## src/rtl/setup_launch_pkg.sv

```systemverilog
// setup_launch_pkg: shared types and defaults for the setup-edge launcher.
//   launch_state_e : launcher FSM states (idle, setup countdown, hold countdown)
//   DefaultW/CW    : default data/strobe width and cycle-count width
package setup_launch_pkg;

    localparam int unsigned DefaultW  = 2;
    localparam int unsigned DefaultCW = 4;

    typedef enum logic [1:0] {
        StIdle,
        StSetup,
        StHold
    } launch_state_e;

endpackage

```

## src/rtl/launch_cnt.sv

```systemverilog
// launch_cnt: CW-bit loadable down-counter shared by the setup and hold phases.
//   clk_i, rst_ni : clock, asynchronous active-low reset
//   load_i        : load load_val_i (has priority over decrement)
//   load_val_i    : value to load
//   dec_i         : decrement enable; saturates at zero
//   cnt_o, zero_o : current count and count == 0 flag
module launch_cnt
    import setup_launch_pkg::*;
#(
    parameter int unsigned CW = DefaultCW
) (
    input  logic          clk_i,
    input  logic          rst_ni,
    input  logic          load_i,
    input  logic [CW-1:0] load_val_i,
    input  logic          dec_i,
    output logic [CW-1:0] cnt_o,
    output logic          zero_o
);

    logic [CW-1:0] cnt_q, cnt_d;

    always_comb begin
        cnt_d = cnt_q;
        if (load_i) begin
            cnt_d = load_val_i;
        end else if (dec_i && (cnt_q != '0)) begin
            cnt_d = cnt_q - CW'(1);
        end
    end

    always_ff @(posedge clk_i or negedge rst_ni) begin
        if (!rst_ni) begin
            cnt_q <= '0;
        end else begin
            cnt_q <= cnt_d;
        end
    end

    assign cnt_o  = cnt_q;
    assign zero_o = (cnt_q == '0);

endmodule

```

## src/rtl/setup_edge_launcher.sv

```systemverilog
// setup_edge_launcher: drives a data vector, then after setup_cyc_i extra cycles raises an
// all-ones strobe for hold_cyc_i+1 cycles, then drops it with a one-cycle done pulse.
//   clk_i, rst_ni  : clock, asynchronous active-low reset
//   start_i        : launch request, sampled only while ready_o = 1
//   data_in_i      : value launched onto d_out_o
//   setup_cyc_i    : extra cycles between data edge and strobe rise
//   hold_cyc_i     : extra cycles the strobe stays high
//   ready_o        : idle, accepting start_i
//   d_out_o        : launched data, held between launches
//   strb_out_o     : strobe vector, all bits move together
//   done_o         : one-cycle pulse in the cycle after the strobe falls
//   notifier_o     : toggles on a launch with setup_cyc_i < MIN_SETUP
// Build option: define SETUP_LAUNCH_NOTIFIER_EN to compile in the notifier; otherwise
// notifier_o is tied low and MIN_SETUP has no effect.
module setup_edge_launcher
    import setup_launch_pkg::*;
#(
    parameter int unsigned W         = DefaultW,
    parameter int unsigned CW        = DefaultCW,
    parameter int unsigned MIN_SETUP = 1
) (
    input  logic          clk_i,
    input  logic          rst_ni,
    input  logic          start_i,
    input  logic [W-1:0]  data_in_i,
    input  logic [CW-1:0] setup_cyc_i,
    input  logic [CW-1:0] hold_cyc_i,
    output logic          ready_o,
    output logic [W-1:0]  d_out_o,
    output logic [W-1:0]  strb_out_o,
    output logic          done_o,
    output logic          notifier_o
);

    launch_state_e state_q, state_d;

    logic [W-1:0]  d_q, strb_q;
    logic [CW-1:0] hold_q;
    logic          done_q;

    logic          accept;
    logic          strb_set, strb_clr;
    logic          cnt_load, cnt_dec, cnt_zero;
    logic [CW-1:0] cnt_load_val, cnt_val;

    launch_cnt #(
        .CW (CW)
    ) u_cnt (
        .clk_i      (clk_i),
        .rst_ni     (rst_ni),
        .load_i     (cnt_load),
        .load_val_i (cnt_load_val),
        .dec_i      (cnt_dec),
        .cnt_o      (cnt_val),
        .zero_o     (cnt_zero)
    );

    // State register
    always_ff @(posedge clk_i or negedge rst_ni) begin
        if (!rst_ni) begin
            state_q <= StIdle;
        end else begin
            state_q <= state_d;
        end
    end

    // Next state
    always_comb begin
        state_d = state_q;
        unique case (state_q)
            StIdle:  if (start_i)  state_d = StSetup;
            StSetup: if (cnt_zero) state_d = StHold;
            StHold:  if (cnt_zero) state_d = StIdle;
            default: state_d = StIdle;
        endcase
    end

    // Outputs and datapath controls
    always_comb begin
        ready_o      = 1'b0;
        accept       = 1'b0;
        cnt_load     = 1'b0;
        cnt_load_val = '0;
        cnt_dec      = 1'b0;
        strb_set     = 1'b0;
        strb_clr     = 1'b0;
        unique case (state_q)
            StIdle: begin
                ready_o = 1'b1;
                if (start_i) begin
                    accept       = 1'b1;
                    cnt_load     = 1'b1;
                    cnt_load_val = setup_cyc_i;
                end
            end
            StSetup: begin
                if (cnt_zero) begin
                    strb_set     = 1'b1;
                    cnt_load     = 1'b1;
                    cnt_load_val = hold_q;
                end else begin
                    cnt_dec = 1'b1;
                end
            end
            StHold: begin
                if (cnt_zero) begin
                    strb_clr = 1'b1;
                end else begin
                    cnt_dec = 1'b1;
                end
            end
            default: ;
        endcase
    end

    always_ff @(posedge clk_i or negedge rst_ni) begin
        if (!rst_ni) begin
            d_q    <= '0;
            hold_q <= '0;
            strb_q <= '0;
            done_q <= 1'b0;
        end else begin
            if (accept) begin
                d_q    <= data_in_i;
                hold_q <= hold_cyc_i;
            end
            if (strb_set) begin
                strb_q <= '1;
            end else if (strb_clr) begin
                strb_q <= '0;
            end
            done_q <= strb_clr;
        end
    end

    assign d_out_o    = d_q;
    assign strb_out_o = strb_q;
    assign done_o     = done_q;

`ifdef SETUP_LAUNCH_NOTIFIER_EN
    logic notif_q;

    always_ff @(posedge clk_i or negedge rst_ni) begin
        if (!rst_ni) begin
            notif_q <= 1'b0;
        end else if (accept && (32'(setup_cyc_i) < MIN_SETUP)) begin
            notif_q <= ~notif_q;
        end
    end

    assign notifier_o = notif_q;
`else
    // MIN_SETUP only matters when the notifier is compiled in
    logic unused_min_setup;
    assign unused_min_setup = ^MIN_SETUP;
    assign notifier_o       = 1'b0;
`endif

    // Count value is only observed through zero_o
    logic unused_cnt_val;
    assign unused_cnt_val = ^cnt_val;

endmodule

```

## config.mk

```make
export PLATFORM = sky130hd
export DESIGN_NAME = setup_edge_launcher
export DESIGN_NICKNAME = d
export VERILOG_FILES = /design/src/rtl/setup_launch_pkg.sv /design/src/rtl/launch_cnt.sv /design/src/rtl/setup_edge_launcher.sv
export SDC_FILE = /design/constraint.sdc
export NUM_CORES = 1
export LEC_CHECK = 0
export ABC_AREA = 1
export BUFFER_PORTS_ARGS = -buffer_cell sky130_fd_sc_hd__buf_2
export CAP_MARGIN = 10
export CORE_MARGIN = 1
export CORE_UTILIZATION = 47
export DETAILED_ROUTE_END_ITERATION = 6
export GPL_ROUTABILITY_DRIVEN = 0
export PLACE_DENSITY = 0.82
export SETUP_SLACK_MARGIN = 0.2
export SLEW_MARGIN = 20
export SYNTH_ARGS = -nofsm -noshare
export SYNTH_HDL_FRONTEND = slang
export SYNTH_HIERARCHICAL = 1
export SYNTH_SLANG_ARGS = --single-unit
```

## constraint.sdc

```tcl
create_clock -name clk_i -period 1.6 [get_ports clk_i]
set_input_delay 0.48 -clock clk_i [delete_from_list [all_inputs] [get_ports clk_i]]
set_output_delay 0.48 -clock clk_i [all_outputs]
set_load 0.05 [all_outputs]
```

Word level (Yosys, flattened, before mapping)
Index checks and enable logic that the tools add are counted.
{"block": "op_classes", "addsub": 1, "eq_ne": 5, "mux": 20, "n_reduce_logical": 8}
{"cell": "4-bit two-way mux", "count": 4}
{"cell": "2-bit two-way mux", "count": 5}
{"cell": "1-bit two-way mux", "count": 8}
{"cell": "4-bit case mux with 2 select lines", "count": 1}
{"cell": "2-bit != test (second input constant)", "count": 3}
{"cell": "2-bit case mux with 3 select lines", "count": 1}
{"cell": "4-bit zero test", "count": 1}
{"cell": "2-bit nonzero test", "count": 2}
{"cell": "4-bit nonzero test", "count": 1}
{"cell": "4-bit by 1-bit subtractor with 4-bit output (second input constant)", "count": 1}
{"cell": "3-bit AND reduction", "count": 1}
{"cell": "2-bit by 1-bit equality test with 1-bit output (second input constant)", "count": 1}
{"cell": "2-bit equality test (second input constant)", "count": 1}
{"cell": "2-bit zero test", "count": 1}
{"cell": "1-bit case mux with 2 select lines", "count": 1}
{"cell": "2-bit OR reduction", "count": 1}
{"cell": "1-bit logical AND", "count": 1}
{"block": "totals", "ff_bits": 15, "inputBits": 13, "output_inout_bits": 7, "wordCells": 40}

Logic depth before layout (Yosys ltp)
{"block": "logic_depth", "depth_word": 6, "depth_mapped": 12, "mapped_depth_nobuf": 12}

By module
The synthesis kept the hierarchy.
{"module": "setup_edge_launcher", "instances": 1, "cells_each": 78, "area_each_um2": 591.8, "seq_area_each_um2": 250.2}
{"module": "launch_cnt", "instances": 1, "cells_each": 46, "area_each_um2": 295.3, "seq_area_each_um2": 100.1}

Least setup slack after synthesis
No wires, ideal clock.
{"block": "synth_path", "path_type": "register to register", "startpoint": "register state_q[0]", "endpoint": "register u_cnt.cnt_q[0], in the netlist u_cnt/cnt_o[0]", "setup_ns": 0.065, "t_arrival_ns": 1.564, "required_ns": 1.535, "setup_slack_ns": -0.029, "path_stages_with_launch": 11, "path_buffers": 0, "period_less_slack_ns": 1.629, "path_cell_list": "dfrtp_1 -> inv_1 -> ha_1 -> nand2_4 -> inv_2 -> nand2_1 -> a21oi_1 -> nand2_1 -> o21ai_0 -> nand2_1 -> nand2_1"}
{"block": "synth_via", "word_cells_on_any_way": 10, "cone_classes": "2 x eq/ne; 4 x mux; 4 x reduce/logical"}
{"item": "start: declaration", "line_no": "setup_edge_launcher.sv:35", "source": "launch_state_e state_q, state_d;"}
{"item": "start signal: assignment", "line_no": "setup_edge_launcher.sv:61", "source": "state_q <= StIdle;"}
{"item": "start signal: assignment", "line_no": "setup_edge_launcher.sv:63", "source": "state_q <= state_d;"}
{"item": "2-bit by 1-bit equality test with 1-bit output or 2-bit zero test (tied branches)", "line_no": "setup_edge_launcher.sv:87", "source": "unique case (state_q)"}
{"item": "4-bit case mux with 2 select lines *", "line_no": "setup_edge_launcher.sv:87"}
{"item": "via cnt_load_val[0]", "line_no": "setup_edge_launcher.sv:44", "source": "logic [CW-1:0] cnt_load_val, cnt_val;"}
{"item": "4-bit two-way mux *", "line_no": "launch_cnt.sv:25", "source": "if (load_i) begin"}
{"item": "end signal: assignment", "line_no": "launch_cnt.sv:36", "source": "cnt_q <= cnt_d;"}
{"item": "end: declaration", "line_no": "launch_cnt.sv:21", "source": "logic [CW-1:0] cnt_q, cnt_d;"}
The timed path passes the listed nets; every way through them passes the cells marked *.
A chain may end at the register's enable or synchronous reset.

Worst setup path in the final report
{"block": "layout_path", "startpoint": "register state_q[1]", "endpoint": "register u_cnt.cnt_q[1], in the netlist u_cnt/cnt_o[1]"}
Same word-level chain as after synthesis.

==> metrics.md <==
| Metric | Value |
|---|---|
| Status | `finished, violations left` |
| Failing checks | `setup timing` |
| Die X | `45.45 um` |
| TritonCTS Buffers | `3` |
| CP endpoint kind | `register` |
| Cell Rows | `15` |
| Clock Power Share | `under 10%` |
| Layout cells sized above 1 | `46.58%` |
| Most frequent cells after synthesis | `nand2_1 (54), dfrtp_1 (14), inv_1 (12), nand3_1 (12), ha_1 (6)` |
| Core Util, Final | `75.63%` |
| P_leak | `0.0007165 uW` |
| Area grow syn2layout | `48.80%` |
| Hold Path Class | `in -> async` |
| Clock-pin slew on the worst setup and hold paths | `90 ps` |
| Netlist cell types | `18` |
| Sw power | `1518 uW` |
| Synth top area cells | `dfrtp_1 (39%), nand2_1 (23%), ha_1 (8.5%), nand3_1 (6.8%), inv_1 (5.1%)` |
| Switch share | `50.09%` |
| Most common cell on crit path | `nand2_1` |
| Synth Area in Simple Gates | `38.36%` |
| IO Port Bufs | `18` |
| Mapped Area | `slightly below 900 um^2` |
| Via-per-instance ratio | `5.349` |
| Critical path's top delay family | `flip-flops` |
| Area after DPL | `1010 um^2` |
| Area taken by multi-input logic gates | `578.1 um^2` |
| Initial DRC count | `55` |
| Slowest stage cell, crit path | `dfrtp_1` |
| Clock sink count | `14` |
| Fmax | `just over 600 MHz` |
| WL final | `2.671 mm` |
| Synth async-reset ratio | `100.0%` |
| Tcrit/Tclk final | `103.0%` |
| Worst hold slack | `66.37 ps` |
| Slowest stage delay, CP | `420 ps` |
| CTS tree | `yes` |
| Worst-path fanout max | `4` |
| PwrDens | `2295 nW/um^2` |
| FF+latch count, synth | `14` |
| Final instance area | `1320 um^2` |
| Cts hold-fix bufs | `0` |
| Clk root buf | `clkbuf_4` |
| Tot GR Track Use | `27.76%` |
| Number of global-route vias before repair | `963` |
| Stages on worst setup path | `12` |
| Final Slew Violations | `0` |
| Multiplexer share of the synthesized area | `0%` |
| Cells after synthesis | `124` |
| Endpoints failing hold | `0` |
| DR vias | `995` |
| # nets final | `around 180` |
| Final Setup Violations | `1` |
| Compound-gate portion of the synthesized area | `3.385%` |
| Largest family of logic cells by synthesized area | `simple AND/OR/NAND/NOR gates` |
| Final worst setup slack | `-47.34 ps` |
| EDFF count, synth | `0` |
| Register area | `351.6 um^2` |
| Worst Path Arrival | `1880 ps` |
| Syn. warnings | `6` |
| Post-Synth XOR/XNOR Area | `0%` |
| Net count after synthesis | `143` |
| Synth top area share | `roughly two fifths` |
| Final min period | `between 1500 and 2000 ps` |
| Count leader, synth | `nand2_1` |
| Internal | `1512 uW` |
| Full die area | `2065 um^2` |
| RR Endpoint | `u_cnt/cnt_o[1]` |
| Max VDD drop | `0.001459 V` |
| Core footprint | `1745 um^2` |
| RSZ-0062 raised after global routing | `yes` |
| Cell chain of the critical path | `inv_2 > buf_4 > buf_6 > ha_4 > nand2_8 > inv_6 > nand2_1 > a21oi_2 > nand2_1 > o21ai_0 > nand2_1 > nand2_1` |
| Initial Util | `50.82%` |
| Worst-case clock buffer depth | `2` |
| Flop2flop setup slack | `-50 ps` |
| HPWL after detailed placement | `1.454 mm` |
| Vert. Die Dim | `approximately 45 um` |
| R2r startpoint | `state_q[1]` |
| Worst skew pair latency | `290 ps` |
| Post-synthesis sequential area ratio | `39.49%` |
| Diode count | `0` |
| Routed Antenna Nets | `0` |
| WL per Instance | `about 14 um` |
| Global route overflow | `0` |
| H-tree depth | `1` |
| Initial antenna violation count | `0` |
| DRC | `0` |
| Fin Clk Skew | `4.660 ps` |
| Setup CP Type | `reg -> reg` |
| Worst reg2reg path depth | `12` |
| Worst Path Required | `roughly 1800 ps` |
| Combinational share of power | `70.1%` |
| Syn avg cell area | `between 7 and 8 um^2` |
| Flop pwr share | `21.1%` |
| Setup crit start kind | `register` |
| Main synth FF type | `dfrtp_1` |
| Drt first pass iters | `5` |
| Largest net degree at the start of global routing | `15` |
| Adder-Cell Fraction of Synth Area | `roughly 8.5%` |
| Fillers | `108` |
| Worst Path Buf+Inv | `4` |
| First-pass GRT wire length | `~4.0 mm` |
| Cell type with the largest total area after synthesis | `dfrtp_1` |
| # IOs | `20` |
| Max-capacitance violation count | `0` |
how the worst max path moves through the flow:
| stage | startpoint | to | slack [ps] |
|---|---|---|---|
| after floorplan | strb_out_o[0] | strb_out_o[1] | 220 |
| after detailed placement | u_cnt/cnt_o[0] | u_cnt/cnt_o[1] | 50 |
| after CTS | state_q[1] | ready_o | 20 |
| after global routing | state_q[1] | u_cnt/cnt_o[1] | -80 |
| final | state_q[1] | u_cnt/cnt_o[1] | -50 |
| after global placement | u_cnt/cnt_o[0] | u_cnt/cnt_o[1] | 120 |
registers in the layout, summed over array words and instances, names as in the netlist:
name	count
d_out_o	2
done_o	1
hold_q	4
state_q	2
strb_out_o	1
u_cnt/cnt_o	4
logic make-up (layout without fill, tap and decap cells):
logic type / count (synthesis) / after routing
other: 1 / 1
AND/OR/NAND/NOR: 78 / 78
flip-flops: 14 / 14
buffers and inverters: 19 / 56
AO/OA/AOI/OAI: 6 / 6
adder cells (fa/ha/maj): 6 / 6
power groups by stage:
stage,Sequential (uW),Combinational (uW),Clock (uW)
CTS,620,1780,265
global route,659,2270,274
detailed placement,634,1350,0
floorplan,753,976,0
finish,639,2120,268
global placement,625,1320,0
worst reg2reg max path: cells and delay by family, from the launching register on:
kind | cells | cell delay, ps
buf+inv | 4 | 390
simple gates | 5 | 360
fa+ha+maj | 1 | 180
flops | 1 | 420
compound gates | 2 | 220
what timing repair did:
action | CTS | global route
buffers inserted | 14 | 4
pin swaps | 5 | 6
gates resized for setup | 20 | 21
setup endpoints to repair | 7 | 9
cells in the final DEF (no fill, tap or decap), drive strengths merged:
cell	Yosys	final
nand2	59	59
dfrtp	14	14
o21ai	3	3
nand3b	2	2
nor2	5	5
a21oi	3	3
ha	6	6
clkbuf	0	5
conb	1	1
buf	4	36
nand3	12	12
inv	14	15
final cells by class:
| cell class | count | share of cell area, % |
|---|---|---|
| Timing Repair Buffer | 37 | 19.43 |
| Inverter | 15 | 5.024 |
| Sequential cell | 14 | 26.63 |
| Clock buffer | 4 | 2.749 |
| Multi-Input combinational cell | 91 | 43.79 |
| Tap cell | 25 | 2.370 |
stage by stage:
| step | setup TNS (ps) | power (uW) | std cells | setup WS [ps] |
|---|---|---|---|---|
| 2_1_floorplan | 0 | 1728 | 124 | 216.2 |
| 3_3_place_gp | 0 | 1940 | 164 | 120.2 |
| 3_5_place_dp | 0 | 1989 | 164 | 51.94 |
| 4_1_cts | 0 | 2668 | 182 | 19.31 |
| 5_1_grt | -134.9 | 3204 | 186 | -79.99 |
| 6_report | -47.34 | 3030 | 186 | -47.34 |
per-layer routing:
layer  track usage (%)  vias up  part of all wire [%]
met3             7.143       14                   6.0
li1                  -      453                     -
met4             21.82        0                   4.3
met2             45.43       52                    54
met1             30.17      476                    36
met5                 0        -                     0
Power figures use the tool's default switching activity.
